<file path="src/rtl/mux_pkg.sv">
// Shared constants for the arbitrated N-way mux family.
package mux_pkg;

  localparam logic MODE_FIXED = 1'b0;
  localparam logic MODE_RR    = 1'b1;

endpackage

</file>
<file path="src/rtl/rr_arbiter.sv">
// Fixed-priority / round-robin arbiter using the double-width request subtract-and-mask trick.
module rr_arbiter
  import mux_pkg::*;
#(
  parameter  int N    = 8,
  localparam int SELW = $clog2(N)
) (
  input  logic [N-1:0]    req,
  input  logic [SELW-1:0] ptr,
  input  logic            mode,
  input  logic            en,
  output logic [N-1:0]    grant,
  output logic [SELW-1:0] grant_idx
);

  logic [SELW-1:0] w_start;
  logic [2*N-1:0]  w_req2;
  logic [2*N-1:0]  w_base;
  logic [2*N-1:0]  w_win2;

  // Subtracting the start one-hot borrows through to the first request at or above it, wrapping via the upper copy.
  always_comb begin
    w_start = '0;
    if ((mode == MODE_RR) && (int'(ptr) < N)) begin
      w_start = ptr;
    end else begin
      w_start = '0;
    end
    w_req2 = {req, req};
    w_base = {{(2*N-1){1'b0}}, 1'b1} << w_start;
    w_win2 = w_req2 & ~(w_req2 - w_base);
    if (en) begin
      grant = w_win2[N-1:0] | w_win2[2*N-1:N];
    end else begin
      grant = '0;
    end
  end

  // One-hot to index encoder.
  always_comb begin
    grant_idx = '0;
    for (int i = 0; i < N; i++) begin
      grant_idx = grant_idx | (SELW'(i) & {SELW{grant[i]}});
    end
  end

endmodule

</file>
<file path="src/rtl/mux_nway_rr.sv">
// N-channel valid/ready merge onto one registered output, with fixed-priority or round-robin selection.
module mux_nway_rr
  import mux_pkg::*;
#(
  parameter  int WIDTH = 16,
  parameter  int N     = 8,
  localparam int SELW  = $clog2(N)
) (
  input  logic             clk,
  input  logic             reset,
  input  logic             mode,
  input  logic [N-1:0]     in_valid,
  input  logic [N*WIDTH-1:0] in_data,
  output logic [N-1:0]     in_ready,
  output logic             out_valid,
  output logic [WIDTH-1:0] out_data,
  output logic [SELW-1:0]  out_sel,
  input  logic             out_ready
);

  logic             w_load;
  logic             w_en;
  logic [N-1:0]     w_grant;
  logic [SELW-1:0]  w_grant_idx;
  logic [WIDTH-1:0] w_mux;

  logic             r_out_valid;
  logic [WIDTH-1:0] r_out_data;
  logic [SELW-1:0]  r_out_sel;
  logic [SELW-1:0]  r_ptr;

  assign w_load = ~r_out_valid | out_ready;
  assign w_en   = w_load & ~reset;

  rr_arbiter #(.N(N)) u_arb (
    .req       (in_valid),
    .ptr       (r_ptr),
    .mode      (mode),
    .en        (w_en),
    .grant     (w_grant),
    .grant_idx (w_grant_idx)
  );

  assign in_ready = w_grant;

  // AND-OR data select over the one-hot grant.
  always_comb begin
    w_mux = '0;
    for (int i = 0; i < N; i++) begin
      w_mux = w_mux | (in_data[i*WIDTH +: WIDTH] & {WIDTH{w_grant[i]}});
    end
  end

  // Output register and round-robin pointer; a load with no grant drains the word.
  always_ff @(posedge clk or posedge reset) begin
    if (reset) begin
      r_out_valid <= 1'b0;
      r_out_data  <= '0;
      r_out_sel   <= '0;
      r_ptr       <= '0;
    end else if (w_load) begin
      if (|w_grant) begin
        r_out_valid <= 1'b1;
        r_out_data  <= w_mux;
        r_out_sel   <= w_grant_idx;
        r_ptr       <= (w_grant_idx == SELW'(N-1)) ? '0 : w_grant_idx + SELW'(1);
      end else begin
        r_out_valid <= 1'b0;
      end
    end
  end

  assign out_valid = r_out_valid;
  assign out_data  = r_out_data;
  assign out_sel   = r_out_sel;

endmodule
</file>
<file path="config.mk">
export PLATFORM = sky130hd
export DESIGN_NAME = mux_nway_rr
export DESIGN_NICKNAME = d
export VERILOG_FILES = /design/src/rtl/mux_pkg.sv /design/src/rtl/rr_arbiter.sv /design/src/rtl/mux_nway_rr.sv
export SDC_FILE = /design/constraint.sdc
export NUM_CORES = 1
export LEC_CHECK = 0
export ABC_AREA = 1
export BUFFER_PORTS_ARGS = -buffer_cell sky130_fd_sc_hd__buf_4
export CORE_MARGIN = 3
export CORE_UTILIZATION = 40
export CTS_BUF_LIST = sky130_fd_sc_hd__clkbuf_8
export CTS_CLUSTER_SIZE = 25
export DETAILED_ROUTE_END_ITERATION = 10
export PLACE_DENSITY = 0.75
export SYNTH_ARGS = -nofsm -noshare
export SYNTH_HDL_FRONTEND = slang
export SYNTH_SLANG_ARGS = --single-unit
</file>
<file path="constraint.sdc">
create_clock -name clk -period 7.1 [get_ports clk]
set_input_delay 1.065 -clock clk [delete_from_list [all_inputs] [get_ports clk]]
set_output_delay 1.065 -clock clk [all_outputs]
set_load 0.01 [all_outputs]
</file>
==> results.sh <==
export IMPL_end_kind="primary output"
export IMPL_final_core_util=0.6204
export IMPL_rsz0062_at_grt="no"
export IMPL_drive_gt1_frac=0.3134
export IMPL_clockPowerShare=0.078
export IMPL_path_buf_inv=2
export IMPL_gp_congestion=0.9546
export IMPL_hold_worst_slack_ns=0.5134
export IMPL_num_nets_final=837
export IMPL_grtUsageTotal=0.2689
export IMPL_startpoint_type="input port"
export IMPL_period_minus_slack_ns=4.421
export IMPL_ys_ff_latch=23
export IMPL_overflow=0
export IMPL_swShare=0.4911
export IMPL_tightest_slew_ns=0.9081
export IMPL_p_switching_mw=0.4960
export IMPL_synth_area_per_cell_um2=5.683
export IMPL_outcome="finished, final reports clean"
export IMPL_critPathKind="input port to primary output"
export IMPL_clkSinkCount=23
export IMPL_ys_warn_count=0
export IMPL_cts_buffers_inserted=3
export IMPL_cts_max_path_buffers=2
export IMPL_initial_core_util=0.4249
export IMPL_post_cts_resized=0
export IMPL_grt_max_degree=25
export IMPL_path_cells="buf_4 -> nand2_1 -> nand4_4 -> fa_1 -> nand3_1 -> nand3_1 -> nand3_1 -> nand3_1 -> a21boi_2 -> buf_4"
export IMPL_final_cell_mix="nand2_1 (184), buf_4 (168), nand3_1 (76)"
export IMPL_io_buffers=167
export IMPL_worst_ep_required_time_ns=6.03
export IMPL_p_leak_nw=2.585
export IMPL_ys_flop_type="dfrtp_1"
export IMPL_drt_wl_total_um=11720
export IMPL_synth_enable_flop_cells=0
export IMPL_rows=30
export IMPL_intPower_mw=0.5140
export IMPL_vdd_ir_drop_max_mv=0.09237
export IMPL_synth_cell_types=31
export IMPL_pre_cts_slack_ns=2.717
export IMPL_die_x_um=92.12
export IMPL_cts_tree="done"
export IMPL_ctsHoldBuffers=0
export IMPL_final_common_cell="nand2_1"
export IMPL_worst_path_most_repeated_cell="nand3_1"
export IMPL_drt_iter0_drc=235
export IMPL_synthToLayoutAreaGrowth_pct=46.01
export IMPL_die_height_um=92.12
export IMPL_netlist_instances=522
export IMPL_fillCellCount=692
export IMPL_slew_headroom=0.3939
export IMPL_post_cts_buffers=0
export IMPL_io_pins=168
export IMPL_syn_area_um2=2967
export IMPL_num_antenna_cells=0
export IMPL_fmax_mhz=226.2
export IMPL_final_hold_viol_count=0
export IMPL_p_per_area_nw_per_um2=233.2
export IMPL_num_vias=3907
export IMPL_dieArea_um2=8486
export IMPL_slowest_stage="a21boi_2"
export IMPL_cts_max_level=1
export IMPL_power_frac_seq=0.240
export IMPL_synth_nets=672
export IMPL_final_cell_area_um2=4332
export IMPL_root_buffer="clkbuf_8"
export IMPL_drc=0
export IMPL_insertion_delay_ns=0.26
export IMPL_worstPathMaxFanout=17
export IMPL_ys_seq_area_frac=0.1940
export IMPL_grt_pass1_vias=3670
export IMPL_cp_top_family="simple AND/OR/NAND/NOR gates"
export IMPL_critPathMaxStageDelay_ns=0.68
export IMPL_setup_slack_ns=2.679
export IMPL_cp_arrival_ns=3.36
export IMPL_wl_per_cell_um=14.98
export IMPL_maxCapViolCount=0
export IMPL_antenna_found_initial=0
export IMPL_setup_viol=0
export IMPL_async_flop_share=1.000
export IMPL_fin_crit_sh=0.6226
export IMPL_ant_nets=0
export IMPL_grt_first_pass_wirelength_um=18290
export IMPL_slew_violations=0
export IMPL_dpl_hpwl_um=10020
export IMPL_dr_pass1_iters=5
export IMPL_tns_ns=0
export IMPL_fp_coreArea_um2=6982
export IMPL_r2r_slack_ns=3.85
export IMPL_post_dp_cell_area_um2=4287
export IMPL_viasPerCell=4.996
export IMPL_clk_pin_slew_ns=0.08
export IMPL_pwr_share_comb=0.682
export IMPL_finClkSkew_ns=0.003494
export IMPL_hold_class="flip-flop to flip-flop"
[worst register-to-register path, delay by kind of cell, from the launching register on]
kind	cells	cell delay (ns)
AO/OA/AOI/OAI	1	0.07
AND/OR/NAND/NOR	13	1.66
adder cells (fa/ha/maj)	3	0.85
buffers and inverters	2	0.15
flip-flops	1	0.43
[state kept, by name, summed over array words and instances (netlist names)]
| name | cells |
|---|---|
| r_ptr | 3 |
| out_sel | 3 |
| out_data | 16 |
| out_valid | 1 |
[metal layers]
layer / share of wire / vias to the layer above / track usage / wire length, um
met3: 0.076 / 27 / 0.03035 / 886
met4: 0.023 / 0 / 0.06931 / 274
li1: - / 1951 / - / -
met5: 0 / - / 0 / 0
met2: 0.47 / 182 / 0.4373 / 5565
met1: 0.43 / 1747 / 0.3773 / 4992
[cell families after synthesis]
| group | count (synthesis) | share of synthesized area |
|---|---|---|
| xor+xnor | 2 | 0.005906 |
| fa+ha+maj | 10 | 0.04471 |
| compound gates | 18 | 0.03416 |
| simple gates | 377 | 0.5934 |
| buf+inv | 92 | 0.1278 |
| flops | 23 | 0.1940 |
[synthesized netlist by cell type, types with 2 or more instances]
master | count | area share
buf_2 | 4 | 0.0067
nand3_2 | 3 | 0.010
nand2_1 | 184 | 0.23
nor3_1 | 3 | 0.0051
nor2_8 | 2 | 0.013
inv_1 | 70 | 0.089
nor2_1 | 69 | 0.087
nand2_4 | 12 | 0.046
inv_2 | 9 | 0.011
clkinv_1 | 4 | 0.0051
nand4_1 | 11 | 0.023
dfrtp_1 | 23 | 0.19
xor2_1 | 2 | 0.0059
a21oi_1 | 4 | 0.0067
o21ai_1 | 2 | 0.0034
nand3_1 | 76 | 0.13
nand2_2 | 12 | 0.025
buf_6 | 3 | 0.011
o21ai_0 | 9 | 0.015
ha_1 | 9 | 0.038
[final timing paths]
kind	start	end	cells after the start
max	mode	in_ready[4]	10
min	out_sel[1]	out_sel[1]	2
max reg2reg	r_ptr[0]	r_ptr[2]	19
min reg2reg	out_sel[1]	out_sel[1]	2
max in group asynchronous	reset	out_data[14]	2
min in group asynchronous	reset	out_data[1]	2
[power by group through the flow]
stage	registers, mW	logic, mW	clock network, mW
after global placement	0.243	0.671	0
after detailed placement	0.244	0.686	0
after floorplan	0.264	0.391	0
after CTS	0.242	0.687	0.0800
final	0.243	0.688	0.0789
after global routing	0.252	0.761	0.0881
[final cells by class]
class | instances | area, um2 | share of cell area
repair buffers | 168 | 1261 | 0.2912
flip-flops and latches | 23 | 575.6 | 0.1329
inverters | 84 | 317.8 | 0.07337
well taps | 96 | 120.1 | 0.02773
multi-input cells | 407 | 2012 | 0.4645
clock inverters | 1 | 3.754 | 0.0008666
clock buffers | 3 | 41.29 | 0.009532
[through the flow]
step           total power [mW]  std cells
2_1_floorplan            0.6557        522
3_3_place_gp             0.9141        778
3_5_place_dp             0.9302        778
4_1_cts                   1.009        782
5_1_grt                   1.102        782
6_report                  1.010        782
(Power assumes the default switching activity.)
